<file path="src/rtl/muldiv_sched.sv">
// Sequencing controller for the EX-stage multiply/divide unit; owns HI/LO.
// Optional MADD/MSUB accumulate support is enabled by defining MULTDIV_ACC_EN.
//
// Handshake: an operation is issued in the IDLE cycle where op_valid carries an
// MD function code. md_funct/md_op* are held until the one-cycle md_done pulse.
// stall_req is held high until then, so EX keeps the instruction in place.
module muldiv_sched #(
  parameter int TIMEOUT = 40
) (
  input  logic        clk,
  input  logic        rst,
  input  logic        flush,
  input  logic        stall_in,
  input  logic        op_valid,
  input  logic [5:0]  funct,
  input  logic [31:0] operand_1,
  input  logic [31:0] operand_2,
  output logic [5:0]  md_funct,
  output logic [31:0] md_op1,
  output logic [31:0] md_op2,
  input  logic        md_done,
  input  logic [63:0] md_result,
`ifdef MULTDIV_ACC_EN
  input  logic [1:0]  acc_mode,
`endif
  output logic        stall_req,
  output logic [31:0] hi,
  output logic [31:0] lo,
  output logic        timeout_err,
  output logic [1:0]  fsm_state
);

  localparam logic [5:0] F_MTHI  = 6'h11;
  localparam logic [5:0] F_MTLO  = 6'h13;
  localparam logic [5:0] F_MULT  = 6'h18;
  localparam logic [5:0] F_MULTU = 6'h19;
  localparam logic [5:0] F_DIV   = 6'h1a;
  localparam logic [5:0] F_DIVU  = 6'h1b;
  localparam int CW = $clog2(TIMEOUT + 1);

  typedef enum logic [1:0] {
    S_IDLE = 2'd0,
    S_BUSY = 2'd1,
    S_HOLD = 2'd2
  } state_t;

  state_t      state, state_nxt;
  logic [CW-1:0] cnt;
  logic [5:0]  funct_q;
  logic [31:0] op1_q, op2_q;
  logic        is_md, issue, wd_hit, commit;
  logic        mthi_wr, mtlo_wr;
  logic [63:0] commit_val;
`ifdef MULTDIV_ACC_EN
  logic [1:0]  acc_q;
`endif

  assign fsm_state = state;

  always_comb begin
    is_md   = (funct == F_MULT) || (funct == F_MULTU) ||
              (funct == F_DIV)  || (funct == F_DIVU);
    issue   = (state == S_IDLE) && op_valid && is_md;
    wd_hit  = (state == S_BUSY) && !md_done && (cnt == CW'(TIMEOUT - 1));
    commit  = (state == S_BUSY) && md_done && !flush;
    mthi_wr = (state == S_IDLE) && op_valid && !stall_in && (funct == F_MTHI) && !flush;
    mtlo_wr = (state == S_IDLE) && op_valid && !stall_in && (funct == F_MTLO) && !flush;
  end

  // Next state; flush overrides everything, including a same-cycle md_done.
  always_comb begin
    state_nxt = state;
    case (state)
      S_IDLE: if (issue) state_nxt = S_BUSY;
      S_BUSY: begin
        if (md_done)     state_nxt = stall_in ? S_HOLD : S_IDLE;
        else if (wd_hit) state_nxt = S_IDLE;
      end
      S_HOLD: if (!stall_in) state_nxt = S_IDLE;
      default: state_nxt = S_IDLE;
    endcase
    if (flush) state_nxt = S_IDLE;
  end

  // Unit drive and stall; the stall also drops in the watchdog cycle so the
  // aborted instruction leaves EX at the same edge the FSM returns to IDLE.
  always_comb begin
    md_funct = 6'd0;
    md_op1   = 32'd0;
    md_op2   = 32'd0;
    if (issue) begin
      md_funct = funct;
      md_op1   = operand_1;
      md_op2   = operand_2;
    end else if (state == S_BUSY) begin
      md_funct = funct_q;
      md_op1   = op1_q;
      md_op2   = op2_q;
    end
    stall_req = issue || ((state == S_BUSY) && !md_done && !wd_hit);
  end

  always_comb begin
    commit_val = md_result;
`ifdef MULTDIV_ACC_EN
    if ((funct_q == F_MULT) || (funct_q == F_MULTU)) begin
      case (acc_q)
        2'b01:   commit_val = {hi, lo} + md_result;
        2'b10:   commit_val = {hi, lo} - md_result;
        default: commit_val = md_result;
      endcase
    end
`endif
  end

  always_ff @(posedge clk) begin
    if (rst) begin
      state       <= S_IDLE;
      cnt         <= '0;
      funct_q     <= 6'd0;
      op1_q       <= 32'd0;
      op2_q       <= 32'd0;
      hi          <= 32'd0;
      lo          <= 32'd0;
      timeout_err <= 1'b0;
`ifdef MULTDIV_ACC_EN
      acc_q       <= 2'b00;
`endif
    end else begin
      state <= state_nxt;
      if (!flush && (state == S_BUSY) && !md_done && !wd_hit)
        cnt <= cnt + CW'(1);
      else
        cnt <= '0;
      if (issue && !flush) begin
        funct_q <= funct;
        op1_q   <= operand_1;
        op2_q   <= operand_2;
`ifdef MULTDIV_ACC_EN
        acc_q   <= acc_mode;
`endif
      end
      if (commit) begin
        hi <= commit_val[63:32];
        lo <= commit_val[31:0];
      end else begin
        if (mthi_wr) hi <= operand_1;
        if (mtlo_wr) lo <= operand_1;
      end
      if (wd_hit && !flush) timeout_err <= 1'b1;
    end
  end

endmodule

</file>
<file path="config.mk">
export PLATFORM = sky130hd
export DESIGN_NAME = muldiv_sched
export DESIGN_NICKNAME = d
export VERILOG_FILES = /design/src/rtl/muldiv_sched.sv
export SDC_FILE = /design/constraint.sdc
export NUM_CORES = 1
export LEC_CHECK = 0
export BUFFER_PORTS_ARGS = -buffer_cell sky130_fd_sc_hd__buf_2
export CORE_MARGIN = 1
export CORE_UTILIZATION = 33
export CTS_BUF_LIST = sky130_fd_sc_hd__clkbuf_8
export CTS_CLUSTER_SIZE = 24
export DETAILED_ROUTE_END_ITERATION = 10
export MAX_ROUTING_LAYER = met4
export PLACE_DENSITY = 0.6
export SYNTH_ARGS = -nofsm -noshare
export SYNTH_HDL_FRONTEND = slang
export SYNTH_SLANG_ARGS = --single-unit
</file>
<file path="constraint.sdc">
create_clock -name clk -period 1.9 [get_ports clk]
set_clock_uncertainty 0.05 [all_clocks]
set_input_delay 0 -clock clk [delete_from_list [all_inputs] [get_ports clk]]
set_output_delay 0 -clock clk [all_outputs]
set_load 0.02 [all_outputs]
</file>
Word level (Yosys, flattened, before mapping). Cells that the tools add are included.

Flip-flop bits (word level): 143. Bits of input ports: 140. Output and inout port bits: 138. Word-level logic and storage cells: 69.

$add $sub $neg: 1. Equal/unequal tests: 12. Mux-type cells: 16. Bitwise operators: 1. Reductions and logical operators: 31.

Operator list (count): $mux W32 (8); $eq A6 B5 Y1 const B (6); $logic_and A1 B1 Y1 (17); $mux W6 (2); $mux W2 (5); $add A6 B1 Y6 const B (1); $eq A6 B6 Y1 const B (1); $pmux W2 S3 (1); $logic_not A1 Y1 (4); $logic_or A1 B1 Y1 (4); $ne A2 B2 Y1 const B (2); $reduce_bool A2 Y1 (2); $reduce_or A2 Y1 (2); $ne A3 B3 Y1 const B (1); $reduce_and A3 Y1 (1); $eq A2 B1 Y1 const B (1); $eq A2 B2 Y1 const B (1); $logic_not A2 Y1 (1); $not A1 Y1 (1).

Depth between registers and ports, before layout. Gate-level depths: netlist of the first run.

Depth after elaboration: 7. Gate-level depth with buffers: 6. Gate-level depth less buffers: 4.

Least setup slack after synthesis of the first run. OpenSTA, ideal clock, no wires.

Kind: reg-to-reg. Start point: register state[0], in the netlist fsm_state[0]. End point: register op1_q[0]. Library setup time: 0.132 ns. Arrival time: 1.458 ns. Data required time: 1.718 ns. Path slack: 0.260 ns. Stages on the path, launching flop included: 6. Buffers on the path: 2. Clock period less this slack: 1.640 ns. Path through: dfxtp_1 or4b_4 buf_6 buf_6 o21ai_1 a21oi_1.

Cells in the longest elaborated chain, start to end: 4.

Ends and longest elaborated chain: from (decl) (RTL line 47) `state_t state, state_nxt;`; from (signal assigned) (RTL line 130) `state <= state_nxt;`; $logic_not A2 Y1 (RTL line 63) `issue = (state == S_IDLE) && op_valid && is_md;`; $logic_and A1 B1 Y1 (2 in series) (RTL line 63); $logic_and A1 B1 Y1 (RTL line 135) `if (issue && !flush) begin`; to (signal assigned) (RTL line 137) `op1_q <= operand_1;`; to (decl) (RTL line 50) `logic [31:0] op1_q, op2_q;`.

Every way passes these cells. A chain may end at the register's enable or synchronous reset.

Worst setup path after layout of the first run.
Start point: input flush. End point: register state[1], in the netlist fsm_state[1].

Cells in the longest elaborated chain, start to end: 1.

Ends and longest elaborated chain: from (decl) (RTL line 12) `input logic flush,`; $reduce_or A2 Y1 (no line).

Every way passes these cells.

==> impl_metrics.yaml, run 1 <==
timing:
  worst_hold_slack_ns: 0.0509
  tightest_slew_ns: 0.690
  timing.final.hold_violations: 0
  setup-violations-final: 0
  period_needed_ns: 1.83
  timing.final.crit_share_pct: 96.1
  max_slew_margin_pct: 54.0
  fmax_ghz: 0.548
  final-max-slew-violation-count: 0
  rsz0062_at_grt: "false"
  tns_ns: 0
yosys:
  ys.flop_type: "dfxtp_1"
  ys_types: 37
  synth-adder-area-share_pct: 0.189
  async_flop_share_pct: 0
  ys_ff_latch: 143
  synth_area_per_cell_um2: 8.98
  synth_compound_area_share_pct: 35.4
  synth_top_family_by_area: "compound AO/OA/AOI/OAI gates"
  yosys.area_share.simple_pct: 9.55
  syn-instance-count: 738
  seq_area_frac_synth_pct: 43.2
  synth_edf_count: 0
  ys_warn_count: 0
  synthMuxAreaShare_pct: 0
  synth_fp_nets: 879
  synth_area_mm2: 0.00663
  synth-xor-area-share_pct: 0.397
clock_network:
  cts_tree: "built"
  numCtsBuffers: 17
  ctsRootBufferMaster: "clkbuf_8"
  cts.reportedPaths.clkPinSlew_ns: 0.09
  clk_latency_ns: 0.45
  cts.path.max_buffers: 2
  cts.sinks: 143
  h-tree-depth: 4
setup_path:
  critPathMaxStageDelay_ns: 0.55
  worstSetupPathType: "in -> reg"
  reg2reg_depth: 5
  crit_path_start: "flush"
  cp.arrival_ns: 2.17
  cp_max_fo: 6
  critPathRequiredTime_ns: 2.25
  cp_common_cell: "dlygate4sd3_1"
  r2r_start: "fsm_state[0]"
  cp-end-kind: "flip-flop"
  critical_path.cell_chain: "dlygate4sd3_1, buf_2, nor2_2, nand2_1, dlygate4sd3_1, nor2_1, dlygate4sd3_1"
  r2r_slack_ns: 0.18
  startpoint_type: "input port"
  rr_endpoint: "fsm_state[1]"
  crit_slowest_cell: "dlygate4sd3_1"
pwr:
  p_leak_nw: 4.58
  peakVddDrop_v: 0.000394
  powerDensity_mw_per_mm2: 652
finish:
  antenna_cells: 0
  nets: 1260
  drive_gt1_share_pct: 35.2
  area_delta_synth_final_pct: 51.1
  fin_area_mm2: 0.0100
  utilization_pct: 51.1
grt:
  grt_pass1_vias: 7051
  grt_max_degree: 72
  antenna_found_initial: 0
  gr-total-overflow: 0
  grt_pass1_wl_um: 36900
  grt_usage_pct: 23.9
min_path:
  min_to: "lo[11]"
  hp-start: "rst"
  hold_depth: 3
  worstHoldPathType: "in -> reg"
floorplan:
  row_count: 51
  fp.dieArea_mm2: 0.0207
  core_area_mm2: 0.0196
  die_h_um: 144
  fp.dieW_um: 144
  start_util_pct: 33.8
  num_io_pins: 278
routing:
  post_drt_via_cell_ratio: 5.26
  num_vias: 7351
  wl_per_cell_um: 17.5
  drt_wl_total_um: 24400
  ant_nets: 0
  dr.pass1.iters: 5
  drcViolationCount: 0
  drt_iter0_drc: 398
placement:
  gp_congestion: 0.739
  dp_hpwl_um: 14600
  portBuffers: 277
  placed_area_mm2: 0.00814
run:
  cap_viol_max_count: 0
status:
  status: "finished clean"
==> synth_stat cells (6+ instances only) <==
master	count	share of area, %
a21oi_1	135	10
a22o_1	65	8.6
buf_1	8	0.45
buf_2	6	0.45
buf_4	7	0.79
buf_6	22	3.7
clkbuf_1	35	2.0
dfxtp_1	143	43
inv_1	67	3.8
nand2_1	10	0.57
nand3_1	69	5.2
nor2_1	10	0.57
o21ai_0	39	2.9
o21ai_1	30	2.3
o221a_1	14	2.4
o221a_2	50	8.5
==> sequential cells by signal, indices dropped and copies added (netlist names) <==
signal and flops:
lo 32, hi 32, op1_q 32, cnt 6, fsm_state 2, timeout_err 1, funct_q 6, op2_q 32
==> through the flow <==
stage / std cells / power (mW) / setup slack [ns]
2_1_floorplan: 738 / 3.35 / 0.260
3_3_place_gp: 1225 / 3.64 / 0.242
3_5_place_dp: 1225 / 3.64 / 0.225
4_1_cts: 1396 / 6.60 / 0.00231
5_1_grt: 1397 / 6.81 / 0.00665
6_report: 1397 / 6.53 / 0.0746
==> cell type report <==
| cell class | instances | area (um^2) |
|---|---|---|
| fillers | 1811 | 9580 |
| repair buffers | 440 | 3070 |
| multi-input cells | 450 | 3060 |
| flip-flops and latches | 143 | 2870 |
| well taps | 265 | 332 |
| inverters | 67 | 251 |
| clock buffers | 18 | 248 |
| clock inverters | 14 | 190 |
==> placed cells by master (no fill, tap or decap), drive strengths merged <==
master,instances
ha,1
nand4b,1
and4bb,2
buf,301
a21oi,135
or4b,2
dfxtp,143
xnor2,1
o221a,64
a22o,65
and2,2
xor2,2
nor2,11
and3,1
clkbuf,19
dlygate4sd3,138
nand4bb,1
nand3,69
o211ai,1
a22oi,1
nor2b,2
nand2,10
inv,72
or3,1
nand4,2
nor4b,2
bufinv,4
a41o,2
nor3b,3
o21ai,69
clkinv,2
clkinvlp,3
==> worst max-delay path: cells and delay by family <==
kind,cells,cell delay (ns)
buffers and inverters,4,1.81
and+or+nand+nor,3,0.36
==> cell families after synthesis <==
kind of cell | Yosys count
AOI/OAI and AO/OA | 337
and+or+nand+nor | 109
xor gates and xnor gates | 3
DFF | 143
adders and majority gates | 1
buffers and inverters | 145
==> worst max path at each step <==
stage | endpoint | slack [ns] | cells after the start
6_report | fsm_state[1] | 0.07 | 7
5_1_grt | md_op1[31] | 0.007 | 5
4_1_cts | md_op1[1] | 0.002 | 5
3_5_place_dp | op1_q[8] | 0.22 | 5
3_3_place_gp | op1_q[12] | 0.24 | 5
2_1_floorplan | op1_q[0] | 0.26 | 5
==> repair_timing <==
| action | 4_1_cts | 5_1_grt |
|---|---|---|
| buffers inserted | 1 | 0 |
| setup endpoints to repair | 65 | 71 |
| resized for setup | 3 | 3 |
| pin swaps | 1 | 0 |
| gates cloned | 0 | 1 |
| hold endpoints to repair | 139 | 0 |
| hold buffers | 138 | 0 |
==> routing by layer <==
layer | part of all wire [%] | GRT usage (%) | vias up
met3 | 7.6 | 6.20 | 28
met1 | 43 | 28.9 | 3514
met5 | 0 | - | -
met4 | 1.6 | 7.33 | 0
li1 | - | - | 3495
met2 | 48 | 38.7 | 314
==> power by group <==
group	internal (mW)	switching (mW)
Clock	1.47	1.26
Combinational	0.396	0.383
Sequential	3.01	0.00992
Total	4.88	1.65
Note: power is estimated with default switching activity, not from simulation.
==> inputs of run 2 (changes only) <==
==> constraint.sdc (replaced) <==
create_clock -name clk -period 1.9 [get_ports clk]
set_clock_uncertainty 0.05 [all_clocks]
set_input_delay 0.57 -clock clk [delete_from_list [all_inputs] [get_ports clk]]
set_output_delay 0.57 -clock clk [all_outputs]
set_load 0.02 [all_outputs]
==> run 2 against run 1 <==
Against the previous run:
- largest cell class is now multi-input gates
- fmax down 24%
- setup slack worse by 0.58 ns
- highest routed layer unchanged
- largest power group unchanged
- sequential power about the same
- the flow now finishes with violations (setup timing)
- final area up 7.3%
==> impl_metrics.yaml, run 2 (same netlist as run 1, synthesis figures left out) <==
floorplan:
  start_util_pct: 33.8
  fp.dieArea_mm2: 0.0207
  core_area_mm2: 0.0196
  row_count: 51
  num_io_pins: 278
  die_h_um: 144
  fp.dieW_um: 144
finish:
  seqCellArea_mm2: 0.00287
  final_cell_mix: "buf_2 (203), dfxtp_1 (139), a21oi_1 (111)"
  utilization_pct: 54.9
  layout.cells.non_filler: 1313
  final_common_cell: "buf_2"
  nets: 1173
  multi_input_area_mm2: 0.00384
  area_delta_synth_final_pct: 62.2
  drive_gt1_share_pct: 54.6
  fillers: 1749
clock_network:
  cts.path.max_buffers: 2
  cts.sinks: 143
  numCtsBuffers: 17
  cts_tree: "built"
  h-tree-depth: 4
  clk_latency_ns: 0.45
  cts.reportedPaths.clkPinSlew_ns: 0.09
  ctsRootBufferMaster: "clkbuf_8"
setup_path:
  cp-end-kind: "output pin"
  reg2reg_depth: 8
  rr_endpoint: "op1_q[27]"
  critPathRequiredTime_ns: 1.28
  r2r_start: "fsm_state[0]"
  cp_max_fo: 21
  cp.arrival_ns: 1.79
  worstSetupPathType: "in -> out"
  startpoint_type: "input port"
  r2r_slack_ns: -0.15
grt:
  antenna_found_initial: 2
  grt_max_degree: 68
  gr-total-overflow: 0
  grt_pass1_vias: 6558
  grt_usage_pct: 23.3
  grt_pass1_wl_um: 35800
timing:
  final-max-slew-violation-count: 0
  worst_hold_slack_ns: 0.312
  period_needed_ns: 2.41
  timing.final.hold_violations: 0
  tightest_slew_ns: 0.515
  fmax_ghz: 0.415
  rsz0062_at_grt: "true"
  tns_ns: -40.83
  setup-violations-final: 205
  fin_ws_ns: -0.507
  max_slew_margin_pct: 65.7
  timing.final.crit_share_pct: 127
placement:
  gp_congestion: 0.769
  portBuffers: 277
  dp.cells: 1245
  dp_hpwl_um: 15500
  pre_cts_slack_ns: -0.528
routing:
  drcViolationCount: 0
  drt_wl_total_um: 26600
  dr.pass1.iters: 7
  drt_iter0_drc: 403
  num_vias: 7196
  post_drt_via_cell_ratio: 5.48
  wl_per_cell_um: 20.2
  ant_nets: 0
min_path:
  min_to: "op2_q[26]"
  hold_depth: 3
  hp-start: "operand_2[26]"
  worstHoldPathType: "in -> reg"
pwr:
  p_leak_nw: 4.65
  powerDensity_mw_per_mm2: 581
  peakVddDrop_v: 0.000404
status:
  status: "complete, but fails checks"
  violations: "setup timing"
run:
  cap_viol_max_count: 0
[run 2: cell count changes in the layout (fill, tap and decap cells not counted), sizes merged]
cell	change
dlygate4sd3	-138
buf	+37
clkbuf	+13
bufinv	-3
clkinv	+3
diode	+3
clkinvlp	-1
inv	+1
or4b	+1
[run 2: worst max path at each step]
stage	slack, ns	startpoint	endpoint
6_report	-0.51	funct[2]	md_op2[19]
3_3_place_gp	-0.52	funct[2]	md_op1[4]
4_1_cts	-0.50	funct[2]	md_op1[4]
2_1_floorplan	-0.29	funct[2]	md_funct[1]
3_5_place_dp	-0.53	funct[2]	md_op1[4]
5_1_grt	-0.55	funct[2]	md_op2[19]
[run 2: through the flow]
stage / instance area, um^2 / power, mW
2_1_floorplan: 6850 / 3.36
3_3_place_gp: 8680 / 3.70
3_5_place_dp: 8680 / 3.70
4_1_cts: 9660 / 6.14
5_1_grt: 10700 / 6.46
6_report: 10700 / 6.24
[run 2: critical path: stages]
cell and delay, ns:
buf_6 0.09, and4bb_4 0.35, and3_4 0.26, buf_12 0.19
a22o_1 0.19, buf_6 0.13
[run 2: per-layer routing]
metal | GRT usage, % | vias to the layer above | routed length, um
met5 | - | - | 0
met4 | 8.01 | 0 | 572
met3 | 5.93 | 39 | 1760
met2 | 37.7 | 306 | 12800
met1 | 28.1 | 3483 | 11500
li1 | - | 3368 | -
[run 2: report_power, final]
group	internal, mW	total, mW	switching, mW	leakage, nW
logic	0.352	0.802	0.450	3.30
registers	3.01	3.02	0.0136	1.15
clock network	1.09	2.42	1.33	0.195
total	4.45	6.24	1.79	4.65
[run 2: what timing repair did]
| item | in CTS | in global routing |
|---|---|---|
| hold endpoints to repair | 0 | 0 |
| buffers inserted | 3 | 7 |
| gates resized for setup | 160 | 165 |
| gates cloned | 3 | 21 |
| setup endpoints to repair | 71 | 136 |
| pin swaps | 8 | 45 |
| hold buffers | 0 | 0 |
[run 2: final cells by class]
type	instances	area share [%]
sequential	143	26.7
clock inverter	14	1.25
tap	265	3.08
timing repair buffer	352	28.5
clock buffer	18	2.31
antenna	3	0.0698
multi-input combinational	451	35.8
inverter	67	2.34
==> inputs of run 3 (changes only) <==
--- a/config.mk
+++ b/config.mk
@@ -5,13 +5,13 @@
 export SDC_FILE = /design/constraint.sdc
 export NUM_CORES = 1
 export LEC_CHECK = 0
-export BUFFER_PORTS_ARGS = -buffer_cell sky130_fd_sc_hd__buf_2
+export ABC_CLOCK_PERIOD_IN_PS = 1900
+export BUFFER_PORTS_ARGS = -buffer_cell sky130_fd_sc_hd__buf_4
 export CORE_MARGIN = 1
 export CORE_UTILIZATION = 33
 export CTS_BUF_LIST = sky130_fd_sc_hd__clkbuf_8
 export CTS_CLUSTER_SIZE = 24
 export DETAILED_ROUTE_END_ITERATION = 10
-export MAX_ROUTING_LAYER = met4
 export PLACE_DENSITY = 0.6
 export SYNTH_ARGS = -nofsm -noshare
 export SYNTH_HDL_FRONTEND = slang
==> run 3 against run 2 <==
Against the previous run:
- clock-buffer cell count down 1
- the run still ends with setup timing left
- die area unchanged
- largest power group unchanged
- critical path type unchanged
- first-iteration DRC count down 3.2%
- fmax up 0.91%
- clock power up 5%
- wire length down 4.8%
==> impl_metrics.yaml, run 3 (same netlist as run 1, synthesis figures left out) <==
clock_network:
  clk_latency_ns: 0.44
  h-tree-depth: 4
  cts_tree: "built"
  cts.sinks: 143
  numCtsBuffers: 17
  cts.path.max_buffers: 2
  cts.reportedPaths.clkPinSlew_ns: 0.08
  ctsRootBufferMaster: "clkbuf_8"
timing:
  rsz0062_at_grt: "true"
  timing.final.hold_violations: 0
  tns_ns: -31.87
  final-max-slew-violation-count: 0
  tightest_slew_ns: 0.440
  max_slew_margin_pct: 70.5
  period_needed_ns: 2.39
  fmax_ghz: 0.419
  fin_ws_ns: -0.486
  setup-violations-final: 71
  timing.final.crit_share_pct: 126
  worst_hold_slack_ns: 0.323
status:
  status: "complete, but fails checks"
  violations: "setup timing"
grt:
  gr-total-overflow: 0
  grt_max_degree: 66
  grt_pass1_wl_um: 36000
  antenna_found_initial: 0
  grt_usage_pct: 22.8
  grt_pass1_vias: 6457
placement:
  portBuffers: 277
  placed_area_mm2: 0.00934
  dp.cells: 1246
  gp_congestion: 0.780
  dp_hpwl_um: 16700
  pre_cts_slack_ns: -0.504
setup_path:
  r2r_start: "fsm_state[0]"
  crit_slowest_cell: "and4bb_4"
  crit_path_start: "funct[2]"
  critical_path.cell_chain: "buf_6, and4bb_4, and3_4, buf_12, a22o_1, buf_6"
  worstSetupPathType: "in -> out"
  critPathRequiredTime_ns: 1.28
  startpoint_type: "input port"
  crit_end: "md_op2[19]"
  cp_common_cell: "buf_6"
  reg2reg_depth: 6
  rr_endpoint: "op2_q[10]"
  critPathMaxStageDelay_ns: 0.34
  cp.arrival_ns: 1.77
  r2r_slack_ns: 0.06
  cp-end-kind: "output pin"
  cp_max_fo: 21
routing:
  wl_met1_um: 10600
  dr.pass1.iters: 4
  drt_iter0_drc: 390
  route.met2.wl_um: 12100
  ant_nets: 0
  post_drt_via_cell_ratio: 5.36
  top_layer: "met4"
  wl_per_cell_um: 19.6
  drcViolationCount: 0
  num_vias: 6922
  drt_wl_total_um: 25300
  dr_wl_met3_um: 2160
finish:
  final_cell_mix: "buf_4 (250), dfxtp_1 (139), a21oi_1 (135)"
  utilization_pct: 52.4
  antenna_cells: 0
  final_common_cell: "buf_4"
  fin_area_mm2: 0.0103
  nets: 1155
  layout.cells.non_filler: 1292
  area_delta_synth_final_pct: 54.9
  drive_gt1_share_pct: 45.3
floorplan:
  core_area_mm2: 0.0196
  fp.dieW_um: 144
  fp.dieArea_mm2: 0.0207
  num_io_pins: 278
  die_h_um: 144
  row_count: 51
  start_util_pct: 33.8
run:
  cap_viol_max_count: 0
pwr:
  peakVddDrop_v: 0.000416
  p_leak_nw: 4.56
  finalPower_mw: 6.29
  powerDensity_mw_per_mm2: 613
min_path:
  hp-start: "stall_in"
  worstHoldPathType: "in -> reg"
==> run 3: changes by cell type in the layout (fill, tap and decap cells not counted), moves of 7 or more <==
| cell | delta |
|---|---|
| o21ai_2 | -46 |
| o21ai_4 | -7 |
| clkbuf_16 | -9 |
| buf_2 | -203 |
| o221a_2 | +7 |
| o21ai_1 | +28 |
| buf_4 | +228 |
| o21ai_0 | +25 |
| a21oi_2 | -24 |
| nand3_2 | -7 |
| nand3_1 | +13 |
| buf_6 | -27 |
| o221a_4 | -7 |
| a21oi_1 | +24 |
==> run 3: worst min-delay path by stage <==
stage          depth (start not counted)           end
3_3_place_gp                           1        cnt[0]
4_1_cts                                3  fsm_state[1]
6_report                               3  fsm_state[1]
5_1_grt                                3  fsm_state[1]
2_1_floorplan                          1        cnt[0]
3_5_place_dp                           1        cnt[0]
==> run 3: layer usage <==
metal / up-vias / GRT usage, %
met2: 295 / 37.7
li1: 3289 / -
met3: 28 / 6.86
met5: - / 0
met1: 3310 / 28.6
met4: 0 / 5.94
==> run 3: cell type report <==
type | count | area (um^2)
multi-input combinational | 450 | 3320
timing repair buffer | 335 | 3090
inverter | 67 | 251
sequential | 143 | 2870
clock buffer | 17 | 234
clock inverter | 15 | 173
fill | 1813 | 9320
tap | 265 | 332
==> run 3: where the power goes <==
| group | leakage, nW | switching (mW) | internal (mW) | total [mW] |
|---|---|---|---|---|
| Combinational | 3.20 | 0.370 | 0.356 | 0.726 |
| Clock | 0.206 | 1.25 | 1.29 | 2.54 |
| Sequential | 1.15 | 0.0119 | 3.01 | 3.02 |
==> run 3: what timing repair did <==
item,in CTS,in global routing
gates resized for setup,5,89
pin swaps,0,11
endpoints found under the setup margin,71,113
buffers inserted,1,5
hold buffers,0,0
cloned,0,8
==> run 3: critical path: cells and delay by family <==
| family | cells | cell delay [ns] |
|---|---|---|
| AND/OR/NAND/NOR | 2 | 0.59 |
| AO/OA/AOI/OAI | 1 | 0.19 |
| buffers and inverters | 3 | 0.40 |
